[src/rtl/serial_magnitude_cmp_pkg.sv]
// Shared types and result codes for the bit-serial magnitude comparator.
package serial_cmp_pkg;
   typedef enum logic {IDLE = 1'b0, RUN = 1'b1} state_t;

   localparam logic [1:0] CMP_LT = 2'd0;
   localparam logic [1:0] CMP_EQ = 2'd1;
   localparam logic [1:0] CMP_GT = 2'd2;

   localparam int MAX_WIDTH = 64;
endpackage

[src/rtl/serial_magnitude_cmp_if.sv]
// Request/result bundle of the serial comparator; is_signed exists only
// when SERIAL_CMP_SIGNED_EN is defined.
interface serial_magnitude_cmp_if #(parameter int WIDTH = 8);
   logic             start;
   logic [WIDTH-1:0] a;
   logic [WIDTH-1:0] b;
`ifdef SERIAL_CMP_SIGNED_EN
   logic             is_signed;
`endif
   logic             busy;
   logic             done;
   logic             gt;
   logic             eq;
   logic             lt;

   modport master (
      output start, a, b,
`ifdef SERIAL_CMP_SIGNED_EN
      output is_signed,
`endif
      input  busy, done, gt, eq, lt
   );

   modport slave (
      input  start, a, b,
`ifdef SERIAL_CMP_SIGNED_EN
      input  is_signed,
`endif
      output busy, done, gt, eq, lt
   );
endinterface

[src/rtl/serial_magnitude_cmp_bit_cell.sv]
// One-bit compare decision; sign_step flips the sense for a two's complement sign bit.
module cmp_bit_cell (
   input  logic x,
   input  logic y,
   input  logic sign_step,
   output logic differ,
   output logic a_gt
);
   assign differ = x ^ y;
   assign a_gt   = sign_step ? (~x & y) : (x & ~y);
endmodule

[src/rtl/serial_magnitude_cmp.sv]
// Bit-serial MSB-first magnitude comparator with start/done handshake and early exit.
// Optional signed mode: define SERIAL_CMP_SIGNED_EN.
module serial_magnitude_cmp
   import serial_cmp_pkg::*;
#(
   parameter  int WIDTH = 8,
   localparam int CNT_W = $clog2(WIDTH)
) (
   input  logic                  clk,
   input  logic                  rst,
   serial_magnitude_cmp_if.slave bus
);
   state_t           state, state_n;
   logic [WIDTH-1:0] sa, sa_n, sb, sb_n;
   logic [CNT_W-1:0] idx, idx_n;
   logic             busy_q, busy_n, done_q, done_n;
   logic             gt_q, gt_n, eq_q, eq_n, lt_q, lt_n;
   logic             sign_step, differ, a_gt;

`ifdef SERIAL_CMP_SIGNED_EN
   logic sgn_q, sgn_n;
   assign sign_step = sgn_q && (idx == CNT_W'(WIDTH-1));
`else
   assign sign_step = 1'b0;
`endif

   cmp_bit_cell u_cell (
      .x        (sa[WIDTH-1]),
      .y        (sb[WIDTH-1]),
      .sign_step(sign_step),
      .differ   (differ),
      .a_gt     (a_gt)
   );

   always_ff @(posedge clk or posedge rst) begin
      if (rst) begin
         state  <= IDLE;
         sa     <= '0;
         sb     <= '0;
         idx    <= '0;
         busy_q <= 1'b0;
         done_q <= 1'b0;
         gt_q   <= 1'b0;
         eq_q   <= 1'b0;
         lt_q   <= 1'b0;
`ifdef SERIAL_CMP_SIGNED_EN
         sgn_q  <= 1'b0;
`endif
      end else begin
         state  <= state_n;
         sa     <= sa_n;
         sb     <= sb_n;
         idx    <= idx_n;
         busy_q <= busy_n;
         done_q <= done_n;
         gt_q   <= gt_n;
         eq_q   <= eq_n;
         lt_q   <= lt_n;
`ifdef SERIAL_CMP_SIGNED_EN
         sgn_q  <= sgn_n;
`endif
      end
   end

   always_comb begin
      state_n = state;
      sa_n    = sa;
      sb_n    = sb;
      idx_n   = idx;
      busy_n  = busy_q;
      done_n  = 1'b0;
      gt_n    = gt_q;
      eq_n    = eq_q;
      lt_n    = lt_q;
`ifdef SERIAL_CMP_SIGNED_EN
      sgn_n   = sgn_q;
`endif
      case (state)
         IDLE: begin
            if (bus.start) begin
               sa_n    = bus.a;
               sb_n    = bus.b;
               idx_n   = CNT_W'(WIDTH-1);
               busy_n  = 1'b1;
               gt_n    = 1'b0;
               eq_n    = 1'b0;
               lt_n    = 1'b0;
`ifdef SERIAL_CMP_SIGNED_EN
               sgn_n   = bus.is_signed;
`endif
               state_n = RUN;
            end
         end
         RUN: begin
            if (differ) begin
               gt_n    = a_gt;
               lt_n    = ~a_gt;
               eq_n    = 1'b0;
               done_n  = 1'b1;
               busy_n  = 1'b0;
               state_n = IDLE;
            end else if (idx == '0) begin
               gt_n    = 1'b0;
               lt_n    = 1'b0;
               eq_n    = 1'b1;
               done_n  = 1'b1;
               busy_n  = 1'b0;
               state_n = IDLE;
            end else begin
               sa_n  = {sa[WIDTH-2:0], 1'b0};
               sb_n  = {sb[WIDTH-2:0], 1'b0};
               idx_n = idx - CNT_W'(1);
            end
         end
         default: state_n = IDLE;
      endcase
   end

   assign bus.busy = busy_q;
   assign bus.done = done_q;
   assign bus.gt   = gt_q;
   assign bus.eq   = eq_q;
   assign bus.lt   = lt_q;
endmodule
[src/flat_wrapper.sv]
// flat-port wrapper written by rule: the top's interface ports become plain ports
module serial_magnitude_cmp_flat import serial_cmp_pkg::*;
#(
   parameter  int WIDTH = 8,
   localparam int CNT_W = $clog2(WIDTH)
)
  (clk, rst, bus_start, bus_a, bus_b, bus_busy, bus_done, bus_gt, bus_eq, bus_lt);
  serial_magnitude_cmp_if #(.WIDTH(WIDTH)) bus_i ();
  input  logic clk;
  input  logic rst;
  input wire logic [$bits(bus_i.start)-1:0] bus_start;
  input wire logic [$bits(bus_i.a)-1:0] bus_a;
  input wire logic [$bits(bus_i.b)-1:0] bus_b;
  output wire logic [$bits(bus_i.busy)-1:0] bus_busy;
  output wire logic [$bits(bus_i.done)-1:0] bus_done;
  output wire logic [$bits(bus_i.gt)-1:0] bus_gt;
  output wire logic [$bits(bus_i.eq)-1:0] bus_eq;
  output wire logic [$bits(bus_i.lt)-1:0] bus_lt;
  assign bus_i.start = bus_start;
  assign bus_i.a = bus_a;
  assign bus_i.b = bus_b;
  assign bus_busy = bus_i.busy;
  assign bus_done = bus_i.done;
  assign bus_gt = bus_i.gt;
  assign bus_eq = bus_i.eq;
  assign bus_lt = bus_i.lt;
  serial_magnitude_cmp #(.WIDTH(WIDTH)) u_core (.clk(clk), .rst(rst), .bus(bus_i));
endmodule
[config.mk]
export PLATFORM = sky130hd
export DESIGN_NAME = serial_magnitude_cmp_flat
export DESIGN_NICKNAME = d
export VERILOG_FILES = /design/src/rtl/serial_magnitude_cmp_pkg.sv /design/src/rtl/serial_magnitude_cmp_if.sv /design/src/rtl/serial_magnitude_cmp_bit_cell.sv /design/src/rtl/serial_magnitude_cmp.sv /design/src/flat_wrapper.sv
export SDC_FILE = /design/constraint.sdc
export NUM_CORES = 1
export LEC_CHECK = 0
export CAP_MARGIN = 20
export CORE_UTILIZATION = 51
export CTS_CLUSTER_SIZE = 30
export DETAILED_ROUTE_END_ITERATION = 10
export PLACE_DENSITY_LB_ADDON = 0.1
export SETUP_SLACK_MARGIN = 0.2
export SLEW_MARGIN = 20
export SYNTH_ARGS = -nofsm -noshare
export SYNTH_HDL_FRONTEND = slang
export SYNTH_HIERARCHICAL = 1
export SYNTH_SLANG_ARGS = --single-unit
[constraint.sdc]
create_clock -name clk -period 2 [get_ports clk]
set_clock_uncertainty 0.15 [all_clocks]
set_input_delay 0.3 -clock clk [delete_from_list [all_inputs] [get_ports clk]]
set_output_delay 0.3 -clock clk [all_outputs]
set_load 0.03 [all_outputs]
# --- Word level (Yosys, flattened, before mapping) ---
# Cells that the tools add are included.
totals:
  mem_bits_rw: 0
  n_memories: 0
  out_inout_bits: 5
  regBits: 25
  word_cells: 53
  rom_bits: 0
  latch_bits: 0
  in_bits: 19
classes:
  reduce_logical: 3
  mux: 31
  magnitude_cmp: 0
  div: 0
  multipliers: 0
  addsub: 1
  n_eq_ne: 4
  n_shift: 0
  bitwise: 5
op_table:
  columns: ["operator", "count"]
  rows:
  - ["$mux W8", 6]
  - ["$pmux W8 S2", 2]
  - ["$mux W1", 14]
  - ["$pmux W1 S2", 5]
  - ["$mux W3", 3]
  - ["$ne A2 B2 Y1 const B", 3]
  - ["$pmux W3 S2", 1]
  - ["$logic_not A3 Y1", 1]
  - ["$ne A3 B3 Y1 const B", 1]
  - ["$not A1 Y1", 3]
  - ["$reduce_and A3 Y1", 1]
  - ["$sub A3 B1 Y3 const B", 1]
  - ["$reduce_and A2 Y1", 1]
  - ["$and A1 B1 Y1", 1]
  - ["$xor A1 B1 Y1", 1]

# --- Longest topological paths before layout ---
# Gate-level depths: netlist (run 1).
depth:
  ltp_word: 5
  depth_mapped: 8
  mapped_depth_nobuf: 7

# --- By module ---
# Netlist (run 1), hierarchy kept.
by_module_without_submodules:
  columns: ["module", "cells_each", "n_inst", "seq_area_each_um2", "area_per_inst_um2"]
  rows:
  - ["serial_magnitude_cmp", 92, 1, 625.6, 1232.4]
  - ["cmp_bit_cell", 6, 1, 0.0, 51.3]

# --- Worst setup path after synthesis (run 1) ---
# OpenSTA, ideal clock, no wires.
synth_timing:
  path_kind: "register to register"
  start: "register u_core.sb[7]"
  end: "register u_core.sa[1]"
  setup_time_ns: 0.125
  n_path_buf: 1
  slack_ns: 0.188
  path_stages_with_launch: 9
  period_less_slack_ns: 1.812
  required_time_ns: 1.725
  t_arrival_ns: 1.537
  path_cell_list: "dfrtp_1 inv_1 ha_1 inv_1 nor2b_4 a21oi_4 inv_4 buf_6 mux2_4"
synth_between:
  elab_chain_len: 3
synth_lines:
  columns: ["item", "line", "source"]
  rows:
  - ["start: declaration", "serial_magnitude_cmp.sv:14", "logic [WIDTH-1:0] sa, sa_n, sb, sb_n;"]
  - ["start signal: assignment", "serial_magnitude_cmp.sv:52", "sb <= sb_n;"]
  - ["$xor A1 B1 Y1", "serial_magnitude_cmp_bit_cell.sv:9", "assign differ = x ^ y;"]
  - ["via u_core.differ", "serial_magnitude_cmp.sv:18", "logic sign_step, differ, a_gt;"]
  - ["$ne A2 B2 Y1 (no line)", null, null]
  - ["$reduce_and A3 Y1 (no line)", null, null]
  - ["end signal: assignment", "serial_magnitude_cmp.sv:51", "sa <= sa_n;"]
  - ["end: declaration", "serial_magnitude_cmp.sv:14", null]
# The timed path passes the listed nets, and every way through them passes these cells.
# A chain may end at the register's enable or synchronous reset.

# --- Worst setup path in the final report (run 1) ---
layout_timing:
  start: "register u_core.sa[7]"
  end: "register u_core.sb[2]"
layout_between:
  elab_chain_len: 3
layout_lines:
  columns: ["item", "line"]
  rows:
  - ["$xor A1 B1 Y1", "serial_magnitude_cmp_bit_cell.sv:9"]
  - ["via u_core.differ", "serial_magnitude_cmp.sv:18"]
  - ["$ne A2 B2 Y1 (no line)", null]
  - ["$reduce_and A3 Y1 (no line)", null]
# The timed path passes the listed nets, and every way through them passes these cells.

==> metrics.txt, run 1 <==
post-DP HPWL=1.59 mm; Row Count=17; Compound-Gate Fraction of Synth Area=7.80%; setup TNS=0 ns; WHS=0.182 ns; # diodes=0; cts hold-fix bufs=0; root buffer cell=clkbuf_4; Syn Inst Count=98; grt total ovfl=0; Leakage=0.786 nW; Post-Syn Nets=121; Synth cell types=30; vias post-DR=857; WL final=2.36 mm; Clk pwr share=8.3%; die height=52.2 um; multi-input combinational cell area=609 sq um; Final #Nets=157; clk slew on worst S/H paths=0.13 ns; power per cell area=1580 nW/um^2; sequential power share=33.3%; RSZ-0062 raised after global routing=yes; CP Launch Type=flip-flop; EDFF count, synth=0; # IOs=24; combinational cell fraction of total power=58.4%; All-Layer GR Usage=18.8%; Max-cap violations=0; multiplexer area fraction after synthesis=28.8%; Synth Register Bits=25; post-synthesis xor/xnor area fraction=0%; CTS max path bufs=2; Internal Pwr Total=1.69 mW; Tmin final=1.86 ns; largest net degree at the start of global routing=26; post-route ant nets=0; Hold/Removal Path Class=input port to asynchronous set/reset pin; GPL Wtd Cong=0.732; Detailed Route Iter0 Violations=6; crit path max fanout=8; CTS Sinks=25; DRC=0; Post-Synth Simple-Gate Area=6.34%; commonest non-fill, non-tap cell in the layout=dfrtp_1; VDD IR-drop max=0.000954 V; Vias/cell=5.32; warning count from the yosys run=6; drt pass-1 iters=4; vias in the first global route=844; antenna violations before repair=0; final hold viol count=0; die area=2720 sq um; Worst EP arrival=1.91 ns; Switching Fraction=35.5%; number of levels in the clock H-tree=1; crit path kind=flip-flop to flip-flop; PortBufs=23; most frequent cells in the layout=25 x dfrtp_1, 19 x clkdlybuf4s50_1, 17 x mux2_2; sequential area share after synthesis=48.7%; fin crit share=92.9%; status=finished clean; fraction of registers with async set/reset=100%; core area=2300 sq um; CTS tree=yes; mapped cell area=1280 sq um; DR WL/cell=14.6 um; Starting Density=55.9%; adder-cell share of the synthesized area=3.90%; FF/Latch Area=626 sq um; Num CTS Buffers=3; Slew Limit Fails=0; CP required=2.05 ns; Setup Viol. Count Final=0; fillers=173; largest family of logic cells by synthesized area=multiplexers; fraction of layout cells with a size suffix above 1=34.6%; Clk Latency, worst-skew pair=0.31 ns; Syn-to-layout area delta=29.2%; Die W=52.2 um; Mean Syn Cell Area=13.1 sq um; first-pass GRT wire length=3.67 mm; CP Capture Type=flip-flop; Switch Pwr=0.930 mW; Max Clk Rate=538 MHz; top_reg_cell synth=dfrtp_1
-- path summary, 6_finish.rpt --
path	start	endpoint	slack (ns)	cells after the start
worst max-delay path	u_core/sa[7]	u_core/sb[2]	0.14	7
worst min-delay path	rst	u_core/bus.lt	0.18	3
worst max register to register	u_core/sa[7]	u_core/sb[2]	0.14	7
worst min register to register	u_core/bus.lt	u_core/bus.lt	0.36	1
max in group asynchronous	rst	u_core/sb[3]	1.28	3
min in group clk	u_core/bus.lt	u_core/bus.lt	0.36	1
-- state kept, by name, summed over array words and instances, names as in the netlist --
register         flops
u_core/state         1
u_core/bus.busy      1
u_core/idx           3
u_core/bus.done      1
u_core/bus.lt        1
u_core/sb            8
u_core/bus.gt        1
u_core/bus.eq        1
u_core/sa            8
-- cells by family (layout without fill, tap and decap cells) --
| kind of cell | after synthesis | after routing |
|---|---|---|
| compound gates | 13 | 13 |
| fa+ha+maj | 4 | 4 |
| buf+inv | 11 | 46 |
| flops | 25 | 25 |
| mux | 30 | 30 |
| other cells | 1 | 1 |
| simple gates | 14 | 14 |
-- worst max-delay path: stages, from the launching register on --
cell and delay [ns]:
dfrtp_1 0.41, ha_1 0.31, inv_2 0.11, nor2b_4 0.06, a21oi_4 0.23, buf_12 0.15, inv_8 0.05, mux2_4 0.29
-- power by group through the flow --
stage          Combinational (mW)  Clock (mW)  Sequential, mW
6_report                     1.53       0.216           0.873
5_1_grt                      1.64       0.246           0.898
4_1_cts                      1.42       0.227           0.868
3_5_place_dp                 1.31           0           0.887
3_3_place_gp                 1.29           0           0.873
2_1_floorplan                1.03           0           0.904
-- repair_timing --
action / 4_1_cts / 5_1_grt
cloned: 1 / 0
resized for setup: 6 / 4
buffers inserted: 3 / 3
pin swaps: 2 / 0
endpoints found under the setup margin: 17 / 16
-- synth_stat cells (all sizes together), types with 2 or more instances --
master,number,area share (%)
mux2,29,28
dfrtp,25,49
nor2,2,0.59
o21ai,4,1.6
o2bb2ai,2,1.4
nand2b,3,1.5
a21oi,2,1.7
buf,2,1.3
ha,4,3.9
nor2b,3,2.0
inv,8,2.5
nand2,3,0.88
-- cell type report --
type | instances | share of cell area (%)
clock buffer | 4 | 1.58
multi-input combinational | 62 | 36.7
tap | 28 | 2.11
sequential | 25 | 37.7
inverter | 8 | 2.26
timing repair buffer | 33 | 19.1
timing repair inverter | 1 | 0.528
-- layer usage --
metal  GRT usage, %  share of wire [%]  up-vias
met5              0                  0        -
met4           7.89               0.72        0
met3           2.61                3.3        2
met2           33.1                 52       17
met1           23.0                 44      429
li1               -                  -      409
-- per-stage QoR --
step | cell area, sq um | power, mW | std cells | worst slack [ns] | util [%]
after floorplan | 1280 | 1.93 | 98 | 0.232 | -
after global placement | 1560 | 2.16 | 150 | 0.0492 | 67.9
after detailed placement | 1560 | 2.20 | 150 | 0.00437 | 67.9
after CTS | 1620 | 2.51 | 158 | 0.175 | 70.4
after global routing | 1660 | 2.78 | 161 | 0.107 | 72.2
final | 1660 | 2.62 | 161 | 0.141 | 72.2
Power figures use the tool's default switching activity.
==> inputs of run 2 (changes only) <==
Settings changed: RECOVER_POWER set to 50.
==> run 2 against run 1 <==
Total power hardly changed; non-clock buffer count stayed put; highest routed layer unchanged; clock power hardly changed; critical path depth stayed put.
==> metrics.txt, run 2 (synthesis gave the netlist of run 1 again) <==
drt pass-1 iters=4; Top Layer Used=met4; DR WL/cell=14.6 um; CP Launch Type=flip-flop; headroom to the max-slew limit=11.2%; status=finished clean; WL final=2.36 mm; measured slew at the worst slew-check pin=1.33 ns; Leakage=0.761 nW; All-Layer GR Usage=18.8%; post-DP HPWL=1.59 mm; Slew Limit Fails=0; Tmin final=1.86 ns; DRT met1 WL=1.05 mm; Syn-to-layout area delta=28.3%; # IOs=24; VDD IR-drop max=0.000955 V; final hold viol count=0; routed wl met3=74 um; worst reg2reg path depth=7; Die W=52.2 um; routed wl met2=1.21 mm; Final #Nets=157; Starting Density=55.9%; Clk Latency, worst-skew pair=0.31 ns; DRC=0; RSZ-0062 raised after global routing=yes; crit path max fanout=8; CP startpoint=u_core/sa[7]; CTS tree=yes; Row Count=17; Setup Viol. Count Final=0; CTS Sinks=25; clk slew on worst S/H paths=0.13 ns; number of levels in the clock H-tree=1; die height=52.2 um; Reg2Reg Setup Slack=0.14 ns; crit path kind=flip-flop to flip-flop; Hold/Removal Path Class=flip-flop to flip-flop; setup TNS=0 ns; Reg-to-Reg Start=u_core/sa[7]; antenna violations before repair=0; grt total ovfl=0; CTS max path bufs=2; terminus of the critical flop-to-flop path=u_core/sb[2]; root buffer cell=clkbuf_4; Max Clk Rate=537 MHz; power per cell area=1590 nW/um^2; GPL Wtd Cong=0.732; post-route ant nets=0; die area=2720 sq um; Vias/cell=5.32; Worst EP arrival=1.91 ns; Num CTS Buffers=3; Max-cap violations=0; core area=2300 sq um; # diodes=0; vias in the first global route=844; CP Capture Type=flip-flop; Detailed Route Iter0 Violations=6; fin area=1650 sq um; vias post-DR=857; CP required=2.05 ns; worst setup margin=0.139 ns; WHS=0.357 ns; fin crit share=93.1%; dpl ws=0.00437 ns; first-pass GRT wire length=3.67 mm; CP endpoint=u_core/sb[2]; most frequent cells in the layout=25 x dfrtp_1, 19 x clkdlybuf4s50_1, 17 x mux2_2; commonest non-fill, non-tap cell in the layout=dfrtp_1; DP Area=1560 sq um; top flop regs=u_core/sa: 8 flops, u_core/sb: 8 flops, u_core/idx: 3 flops; largest net degree at the start of global routing=26; PortBufs=23; fraction of layout cells with a size suffix above 1=33.8%
-- run 2: cell count changes in the layout (fill, tap and decap cells not counted), sizes merged --
cell	previous run	this run
buf	10	9
clkbuf	4	6
dlymetal6s2s	1	0
-- run 2: worst min-delay path by stage --
stage	startpoint	to	slack (ns)	depth (start not counted)
detailed placement	u_core/sb[1]	u_core/sb[1]	0.32	1
finish	u_core/bus.lt	u_core/bus.lt	0.36	1
global placement	u_core/sb[1]	u_core/sb[1]	0.32	1
CTS	rst	u_core/bus.lt	0.18	3
floorplan	rst	u_core/bus.busy	0.18	1
global route	u_core/bus.gt	u_core/bus.gt	0.38	1
-- run 2: layer usage --
metal / global-route usage, % / up-vias
li1: - / 409
met1: 23.0 / 433
met2: 33.1 / 13
met3: 2.61 / 2
met4: 7.89 / 0
met5: 0 / -
-- run 2: worst max-delay path, cell delays in order (launching register included) --
cell     delay [ns]
dfrtp_1        0.41
ha_1           0.31
inv_2          0.11
nor2b_4        0.06
a21oi_4        0.23
buf_12         0.15
inv_8          0.05
mux2_4         0.29
-- run 2: stage by stage --
step,power [mW],util [%],cells
final,2.62,71.7,161
after global placement,2.16,67.9,150
after floorplan,1.93,-,98
after detailed placement,2.20,67.9,150
after global routing,2.78,71.7,161
after CTS,2.51,70.4,158
-- run 2: repair_timing --
action	CTS	global route
endpoints found under the setup margin	17	16
gates cloned	1	0
hold buffers	0	0
pin swaps	2	0
resized for setup	6	4
setup buffers	3	3
-- run 2: layout make-up --
| class | instances | area [sq um] |
|---|---|---|
| Fill cell | 175 | 651 |
| Sequential cell | 25 | 626 |
| Multi-Input combinational cell | 62 | 609 |
| Timing Repair Buffer | 33 | 304 |
| Inverter | 8 | 37.5 |
| Tap cell | 28 | 35.0 |
| Clock buffer | 4 | 26.3 |
| Timing Repair inverter | 1 | 8.76 |
-- run 2: where the power goes --
| group | internal, mW | leakage [nW] | total, mW | switching, mW |
|---|---|---|---|---|
| clock | 0.0778 | 0.0150 | 0.217 | 0.139 |
| sequential | 0.742 | 0.298 | 0.873 | 0.131 |
| combinational | 0.870 | 0.449 | 1.53 | 0.661 |
